--- config.mk ---
export PLATFORM = sky130hd
export DESIGN_NAME = fp_mul_norm_round
export DESIGN_NICKNAME = d
export VERILOG_FILES = /design/src/rtl/fp_pkg.sv /design/src/rtl/fp_round_rne.sv /design/src/rtl/fp_mul_norm_round.sv
export SDC_FILE = /design/constraint.sdc
export NUM_CORES = 1
export LEC_CHECK = 0
export ABC_AREA = 1
export CAP_MARGIN = 20
export CORE_MARGIN = 4
export CORE_UTILIZATION = 40
export CTS_CLUSTER_DIAMETER = 50
export DETAILED_ROUTE_END_ITERATION = 16
export PLACE_DENSITY_LB_ADDON = 0.1
export SLEW_MARGIN = 20
export SYNTH_ARGS = -nofsm -noshare
export SYNTH_HDL_FRONTEND = slang
export SYNTH_HIERARCHICAL = 1
export SYNTH_SLANG_ARGS = --single-unit
--- constraint.sdc ---
create_clock -name clk -period 3.2 [get_ports clk]
set_input_delay 0.64 -clock clk [delete_from_list [all_inputs] [get_ports clk]]
set_output_delay 0.64 -clock clk [all_outputs]
set_load 0.005 [all_outputs]
--- src/rtl/fp_pkg.sv ---
// Shared widths, constants, flag indices and the stage-1 payload for the FP multiply normalise/round stage.
package fp_pkg;

    localparam int unsigned EXP_W      = 8;
    localparam int unsigned MAN_W      = 23;
    localparam int unsigned EXP_CALC_W = 10;
    localparam int unsigned PROD_W     = 48;
    localparam int unsigned FLAG_W     = 4;
    localparam int unsigned BIAS       = 127;
    localparam int unsigned EXP_MAX    = 255;

    localparam logic [31:0] QNAN_CANON = 32'h7FC0_0000;

    // Bit positions inside out_flags = {invalid, overflow, underflow, inexact}
    localparam int unsigned FLAG_INVALID   = 3;
    localparam int unsigned FLAG_OVERFLOW  = 2;
    localparam int unsigned FLAG_UNDERFLOW = 1;
    localparam int unsigned FLAG_INEXACT   = 0;

    // Normalised operand bundle held between the two pipeline stages
    typedef struct packed {
        logic                  sign;
        logic [EXP_CALC_W-1:0] e;       // two's complement exponent
        logic [MAN_W-1:0]      m;
        logic                  g;
        logic                  s;
        logic                  zero;
        logic                  inf;
        logic                  nan;
        logic                  invalid;
    } s1_t;

endpackage

--- src/rtl/fp_round_rne.sv ---
// Round-to-nearest-even of a 23-bit mantissa with guard/sticky; carry-out bumps the exponent.
module fp_round_rne
    import fp_pkg::*;
(
    input  logic [MAN_W-1:0]      m_i,
    input  logic                  g_i,
    input  logic                  s_i,
    input  logic [EXP_CALC_W-1:0] e_i,
    output logic [MAN_W-1:0]      m_o,
    output logic [EXP_CALC_W-1:0] e_o,
    output logic                  inexact_o
);

    logic           up;
    logic [MAN_W:0] sum;

    // Increment on guard when sticky is set or the lsb is odd (ties to even)
    always_comb begin
        up        = g_i & (s_i | m_i[0]);
        sum       = {1'b0, m_i} + (MAN_W + 1)'(up);
        m_o       = sum[MAN_W-1:0];
        e_o       = e_i + EXP_CALC_W'(sum[MAN_W]);
        inexact_o = g_i | s_i;
    end

endmodule

--- src/rtl/fp_mul_norm_round.sv ---
// Two-stage normalise (S1) and round/range/special-select (S2) pipeline with valid/ready handshake.
module fp_mul_norm_round
    import fp_pkg::*;
#(
    parameter logic [31:0] QNAN      = QNAN_CANON,
    parameter bit          FLUSH_SUB = 1'b1
) (
    input  logic        clk,
    input  logic        rst,
    input  logic        in_valid,
    output logic        in_ready,
    input  logic        in_sign,
    input  logic [9:0]  in_exp_sum,
    input  logic [47:0] in_prod,
    input  logic        in_zero,
    input  logic        in_inf,
    input  logic        in_nan,
    input  logic        in_invalid,
    output logic        out_valid,
    input  logic        out_ready,
    output logic [31:0] out_result,
    output logic [3:0]  out_flags
);

    s1_t         s1_d, s1_q;
    logic        s1_v_q;
    logic        s2_adv;
    logic        s1_en;

    logic [MAN_W-1:0]      r_m;
    logic                  r_g;
    logic                  r_s;
    logic [EXP_CALC_W-1:0] r_e;
    logic [EXP_CALC_W-1:0] sh_amt;
    logic [MAN_W+1:0]      v_ext;
    logic [MAN_W+1:0]      v_sh;
    logic                  lost;

    logic [MAN_W-1:0]      m_rnd;
    logic [EXP_CALC_W-1:0] e_adj;
    logic                  rnd_inexact;

    logic [31:0]       result_d;
    logic [FLAG_W-1:0] flags_d;

    // Output register frees when empty or draining; S1 frees when empty or moving into S2
    always_comb begin
        s2_adv   = !out_valid | out_ready;
        s1_en    = !s1_v_q | s2_adv;
        in_ready = s1_en;
    end

    // S1: pick the product window by the leading bit and derive guard/sticky
    always_comb begin
        s1_d         = '0;
        s1_d.sign    = in_sign;
        s1_d.zero    = in_zero;
        s1_d.inf     = in_inf;
        s1_d.nan     = in_nan;
        s1_d.invalid = in_invalid;
        if (in_prod[47]) begin
            s1_d.m = in_prod[46:24];
            s1_d.g = in_prod[23];
            s1_d.s = |in_prod[22:0];
            s1_d.e = in_exp_sum + 10'd1;
        end else begin
            s1_d.m = in_prod[45:23];
            s1_d.g = in_prod[22];
            s1_d.s = |in_prod[21:0];
            s1_d.e = in_exp_sum;
        end
    end

    // S1 pipeline register
    always_ff @(posedge clk) begin
        if (rst) begin
            s1_v_q <= 1'b0;
            s1_q   <= '0;
        end else if (s1_en) begin
            s1_v_q <= in_valid;
            if (in_valid) begin
                s1_q <= s1_d;
            end
        end
    end

    // S2 pre-round: with subnormals enabled, shift tiny values right and fold lost bits into sticky
    always_comb begin
        r_m    = s1_q.m;
        r_g    = s1_q.g;
        r_s    = s1_q.s;
        r_e    = s1_q.e;
        v_ext  = {1'b1, s1_q.m, s1_q.g};
        sh_amt = '0;
        v_sh   = v_ext;
        lost   = 1'b0;
        if (!FLUSH_SUB && ($signed(s1_q.e) <= $signed(10'sd0))) begin
            sh_amt = 10'd1 - s1_q.e;
            v_sh   = v_ext >> sh_amt;
            lost   = |(v_ext & ~({(MAN_W + 2){1'b1}} << sh_amt));
            r_m    = v_sh[MAN_W:1];
            r_g    = v_sh[0];
            r_s    = s1_q.s | lost;
            r_e    = '0;
        end
    end

    fp_round_rne u_round (
        .m_i       (r_m),
        .g_i       (r_g),
        .s_i       (r_s),
        .e_i       (r_e),
        .m_o       (m_rnd),
        .e_o       (e_adj),
        .inexact_o (rnd_inexact)
    );

    // S2 result select: nan > inf > zero > overflow > flush > normal/subnormal
    always_comb begin
        result_d = '0;
        flags_d  = '0;
        if (s1_q.nan) begin
            result_d               = QNAN;
            flags_d[FLAG_INVALID]  = s1_q.invalid;
        end else if (s1_q.inf) begin
            result_d = {s1_q.sign, 8'hFF, 23'h0};
        end else if (s1_q.zero) begin
            result_d = {s1_q.sign, 31'h0};
        end else if ($signed(e_adj) >= $signed(10'(EXP_MAX))) begin
            result_d                = {s1_q.sign, 8'hFF, 23'h0};
            flags_d[FLAG_OVERFLOW]  = 1'b1;
            flags_d[FLAG_INEXACT]   = 1'b1;
        end else if (FLUSH_SUB && ($signed(e_adj) <= $signed(10'sd0))) begin
            result_d                = {s1_q.sign, 31'h0};
            flags_d[FLAG_UNDERFLOW] = 1'b1;
            flags_d[FLAG_INEXACT]   = 1'b1;
        end else begin
            result_d                = {s1_q.sign, e_adj[EXP_W-1:0], m_rnd};
            flags_d[FLAG_INEXACT]   = rnd_inexact;
            flags_d[FLAG_UNDERFLOW] = (e_adj == '0) & rnd_inexact;
        end
    end

    // S2 output register; holds while the consumer stalls
    always_ff @(posedge clk) begin
        if (rst) begin
            out_valid  <= 1'b0;
            out_result <= '0;
            out_flags  <= '0;
        end else if (s2_adv) begin
            out_valid <= s1_v_q;
            if (s1_v_q) begin
                out_result <= result_d;
                out_flags  <= flags_d;
            end
        end
    end

endmodule

# Yosys cells after proc, flatten, opt, wreduce, memory -nomap -nowiden
# Index checks and enable logic that the tools add are counted.
dict set report totals {
  elab_cells 45
  register_bits 78
}
dict set report classes {
  n_addsub 3
  n_reduce_logical 7
  magnitude_cmp 2
  n_mux 14
  bitwise_logic 6
}
# operator count
set op_table {}
lappend op_table {{$mux W31} 4}
lappend op_table {{$mux W35} 1}
lappend op_table {{$mux W32} 1}
lappend op_table {{$add A23 B1 Y24} 1}
lappend op_table {{$reduce_or A23 Y1} 1}
lappend op_table {{$reduce_or A22 Y1} 1}
lappend op_table {{$add A10 B1 Y10} 1}
lappend op_table {{$add A10 B1 Y10 const B} 1}
lappend op_table {{$ge A10 B9 Y1 const B} 1}
lappend op_table {{$le A10 B1 Y1 const B} 1}
lappend op_table {{$logic_not A10 Y1} 1}
lappend op_table {{$mux W3} 3}
lappend op_table {{$mux W1} 4}
lappend op_table {{$or A1 B1 Y1} 4}
lappend op_table {{$reduce_and A2 Y1} 2}
lappend op_table {{$and A1 B1 Y1} 2}
lappend op_table {{$logic_not A1 Y1} 2}
lappend op_table {{$mux W2} 1}

# Longest topological paths before layout
dict set report logic_depth {
  word_depth 11
  ltp_mapped 22
}

# Hierarchy
# Netlist, hierarchy kept.
# module instances cells_each area_per_inst_um2
set modules_own_cells {}
lappend modules_own_cells {fp_mul_norm_round 1 457 3397.0}
lappend modules_own_cells {fp_round_rne 1 145 867.1}

# Worst setup path before layout
# OpenSTA, ideal clock, no wires.
dict set report synth_path {
  kind {reg2reg}
  from {register s1_q, in the netlist r_m[0]}
  to {register out_result[23]}
  stages_incl_launch_ff 23
  setup_slack_ns 0.376
  period_less_slack_ns 2.824
  path_buffers 0
  arrival_ns 2.755
  path_cell_list {dfxtp_1 o21a_1 ha_1 inv_1 nor2_8 nand2_4 nor2_8 nand3_2 nor2_2 ha_1 ha_1 nand3_1 nor2_1 nand2_1 xnor2_1 nand2_1 nor2_1 nand2_1 nand2_1 nand2_1 nand2_1 nand2_1 a21oi_1}
}
dict set report synth_between {
  elab_chain_cells 10
  elab_cells_between_ends 11
  classes_between {add/sub: 2; order compare: 2; mux: 5; bitwise: 2}
}
# item line
set synth_rtl {}
lappend synth_rtl {{start, declared} fp_mul_norm_round.sv:25} ;# s1_t s1_d, s1_q;
lappend synth_rtl {{start signal, assigned} fp_mul_norm_round.sv:78} ;# s1_q <= '0;
lappend synth_rtl {{start signal, assigned} fp_mul_norm_round.sv:82} ;# s1_q <= s1_d;
lappend synth_rtl {{$or A1 B1 Y1} fp_round_rne.sv:19} ;# up = g_i & (s_i | m_i[0]);
lappend synth_rtl {{$and A1 B1 Y1} fp_round_rne.sv:19}
lappend synth_rtl {{$add A23 B1 Y24 *} fp_round_rne.sv:20} ;# sum = {1'b0, m_i} + (MAN_W + 1)'(up);
lappend synth_rtl {{$add A10 B1 Y10 *} fp_round_rne.sv:22} ;# e_o = e_i + EXP_CALC_W'(sum[MAN_W]);
lappend synth_rtl {{net e_adj[6]} fp_mul_norm_round.sv:40} ;# logic [EXP_CALC_W-1:0] e_adj;
lappend synth_rtl {{$le A10 B1 Y1} fp_mul_norm_round.sv:133} ;# end else if (FLUSH_SUB && ($signed(e_adj) <= $signed(10'sd0))) begin
lappend synth_rtl {{$mux W31} fp_mul_norm_round.sv:133}
lappend synth_rtl {{$mux W31 *} fp_mul_norm_round.sv:129} ;# end else if ($signed(e_adj) >= $signed(10'(EXP_MAX))) begin
lappend synth_rtl {{$mux W31 *} fp_mul_norm_round.sv:127} ;# end else if (s1_q.zero) begin
lappend synth_rtl {{$mux W31 *} fp_mul_norm_round.sv:125} ;# end else if (s1_q.inf) begin
lappend synth_rtl {{$mux W32 *} fp_mul_norm_round.sv:122} ;# if (s1_q.nan) begin
lappend synth_rtl {{end signal, assigned} fp_mul_norm_round.sv:153} ;# out_result <= result_d;
lappend synth_rtl {{end, declared} fp_mul_norm_round.sv:21} ;# output logic [31:0] out_result,
# The timed path passes the listed nets; every way through them passes the cells marked *.
# A chain may end at the register's enable or synchronous reset.

# Worst setup path in the final report
dict set report layout_path {
  from {register s1_q, in the netlist r_m[0]}
  to {register out_result[15]}
}
# Same word-level chain as after synthesis.

==> results.yml <==
outcome:
  status: "finished clean"
place:
  post-place-ws_ns: -0.245
  hpwl_mm: 8.90
  gp_congestion: 0.807
  place_inst: 848
  io_buffers: 104
cts:
  clock-sinks: 78
  insertion_delay_ns: 0.35
  htree_levels: 3
  clk_path_buf_depth: 2
  cts_inserted_buffers: 9
  clk_pin_slew_ns: 0.08
  cts_tree: "yes"
  root_buffer: "clkbuf_8"
  hold_buffers: 0
pwr:
  p_leak_uw: 0.00238
  pwr_density_cell_mw_per_mm2: 370
  peakVddDrop_v: 0.000167
global_route:
  gr-usage-all-layers_pct: 18.9
  overflow: 0
  grt_pass1_wl_mm: 19.8
  antenna_found_initial: 0
  grt_pass1_vias: 4041
  grt_start_max_net_pins: 56
layout:
  final.fill_count: 1039
  drive_gt1_share_pct: 15.9
  final_cell_count_no_fill: 874
  multiInputGateArea_sq_mm: 0.00251
  seqCellArea_sq_mm: 0.00157
  final_core_util_pct: 57.6
  antenna_cells: 0
  area_delta_synth_final_pct: 40.0
  fin_nets: 805
setup_path:
  crit_start: "r_m[0]$_SDFFE_PP0P_"
  start_kind: "flip-flop"
  worst_ep_arrival_time_ns: 3.33
  r2r_start: "r_m[0]$_SDFFE_PP0P_"
  cp_data_required_time_ns: 3.48
  critPathKind: "reg2reg"
  path_max_fanout: 12
  end_kind: "flip-flop"
  reg2reg_setup_slack_ns: 0.15
synthesis:
  syn-num-nets: 674
  ys_ff_latch: 78
  avgSynthCellArea_sq_um: 7.08
  synthDistinctLibCells: 39
  yosysWarnings: 6
  syn-instance-count: 602
  syn_area_sq_mm: 0.00426
  synth_seq_area_share_pct: 36.6
die:
  initial_utilization_pct: 41.1
  die_h_microns: 111
  num_rows: 37
  die_area_sq_mm: 0.0124
  fp.coreArea_sq_mm: 0.0104
  die_x_microns: 111
  io_pins: 105
sta:
  final.period_utilization_pct: 95.3
  rsz0062_at_grt: "yes"
  clock-skew-final_ns: 0.00895
  final.setup.worst_slack_ns: 0.151
  maxSlewViolCount: 0
  tightest_slew_ns: 0.650
  maxSlewHeadroom_pct: 56.6
  finalSetupViolCount: 0
  final.min_clock_period_ns: 3.05
  hold_violations: 0
  fmax_mhz: 328
drt:
  vias: 4386
  wl_per_cell_microns: 13.9
  ant_nets: 0
  vias_per_cell: 5.02
  drc: 0
  drt-pass1-iter-count: 5
  drtIter0Drc: 217
  routed_wl_mm: 12.2
worst_hold_path:
  hp-start: "out_result[13]$_SDFFE_PP0P_"
  hold_class: "reg2reg"
flow_run:
  drv_cap: 0
-- cells in the mapped netlist, drive strengths merged --
| cell type | n | share of area (%) |
|---|---|---|
| ha | 5 | 1.5 |
| clkinv | 3 | 0.26 |
| dfxtp | 78 | 37 |
| nor4 | 3 | 0.44 |
| a211oi | 1 | 0.18 |
| o21bai | 1 | 0.18 |
| nand3b | 8 | 1.4 |
| a31oi | 25 | 3.7 |
| a21oi | 49 | 5.8 |
| buf | 10 | 1.6 |
| inv | 31 | 2.7 |
| xor2 | 13 | 2.8 |
| nor3 | 7 | 1.2 |
| xnor2 | 11 | 2.3 |
| or2 | 2 | 0.29 |
| clkbuf | 19 | 2.2 |
| nand2 | 177 | 16 |
| a21o | 1 | 0.18 |
| nand4 | 25 | 3.7 |
| nand3 | 28 | 3.6 |
| o21a | 1 | 0.18 |
| o21ai | 50 | 5.9 |
| nor2 | 54 | 6.8 |
-- area by class of cell --
| type | instances | share of cell area [%] |
|---|---|---|
| Multi-Input combinational cell | 462 | 42.1 |
| Inverter | 34 | 2.14 |
| Clock inverter | 5 | 0.587 |
| Timing Repair Buffer | 148 | 23.7 |
| Clock buffer | 11 | 2.37 |
| Sequential cell | 78 | 26.2 |
| Tap cell | 136 | 2.85 |
-- critical path, cell delays in order, from the launching register on --
cell and delay (ns):
dfxtp_2 0.34, o21a_1 0.14, ha_2 0.18, inv_2 0.06, nor2_8 0.09, nand2_4 0.07, nor2_8 0.08, nand3_2 0.07
nor2_2 0.11, ha_2 0.22, buf_4 0.11, nand3_1 0.10, nor2_4 0.16, nand2_1 0.10, xor2_1 0.17, nand2_1 0.12
nor2_4 0.06, buf_4 0.15, a21oi_4 0.35, nand4_1 0.16, a21oi_1 0.14
-- kinds of logic (layout without fill, tap and decap cells) --
group                    Yosys count  in the layout  synth area share (%)
AND/OR/NAND/NOR                  304            304                  33.9
AO/OA/AOI/OAI                    128            129                  16.1
flip-flops                        78             78                  36.6
buffers and inverters             63            198                  6.81
XOR/XNOR                          24             24                  5.11
adder cells (fa/ha/maj)            5              5                  1.47
-- report_power, final --
| group | leakage, uW | switching (uW) | internal (uW) |
|---|---|---|---|
| combinational | 0.00165 | 242 | 235 |
| clock | 0.0000893 | 369 | 303 |
| sequential | 0.000642 | 37.1 | 1020 |
-- cell usage in the layout (no fill, tap or decap), drive strengths merged --
master         synthesis  routed
o21bai                 1       1
a21oi                 49      50
ha                     5       5
clkbuf                19      12
nand2                177     177
inv                   31      31
xor2                  13      13
buf                   10      43
dfxtp                 78      78
nor3                   7       7
o21ai                 50      50
nand3b                 8       8
nor4                   3       3
clkinvlp               0       1
or2                    2       2
xnor2                 11      11
nand3                 28      28
a21o                   1       1
nor2                  54      54
clkdlybuf4s50          0     104
a211oi                 1       1
a31oi                 25      25
nand4                 25      25
o21a                   1       1
clkinv                 3       7
-- repair_timing --
action                                  CTS  global route
gates resized for setup                   1            24
endpoints found under the setup margin   24            33
cloned                                    0             3
endpoints found under the hold margin     0             0
setup buffers                             0             7
pin swaps                                 0            13
-- stage by stage --
| stage | TNS, ns | hold slack (ns) | power [uW] | cell area (sq um) |
|---|---|---|---|---|
| 3_5_place_dp | -5.04 | 0.457 | 1530 | 5600 |
| 3_3_place_gp | -1.04 | 0.449 | 1520 | 5600 |
| 6_report | 0 | 0.466 | 2210 | 5970 |
| 2_1_floorplan | 0 | 0.440 | 1310 | 4260 |
| 4_1_cts | 0 | 0.469 | 2190 | 5780 |
| 5_1_grt | -0.817 | 0.482 | 2340 | 5970 |
-- routing by layer --
layer	GRT usage, %	wire length, microns	vias up
li1	-	-	2288
met1	28.5	5920	1945
met2	27.3	5150	142
met3	4.42	969	11
met4	4.06	114	0
met5	0	0	-
-- path summary, 6_finish.rpt --
kind,to,depth (start not counted)
worst min register to register,out_result[13]$_SDFFE_PP0P_,2
worst max-delay path,out_result[15]$_SDFFE_PP0P_,20
worst min-delay path,out_result[13]$_SDFFE_PP0P_,2
worst max register to register,out_result[15]$_SDFFE_PP0P_,20
-- state kept, by name (all words and copies together), names as in the netlist --
register and count:
out_valid 1, s1_q 5, s1_v_q 1, r_s 1
r_g 1, out_result 32, r_e 10, out_flags 4
r_m 23
No activity file was read; power rests on OpenSTA's default activity.
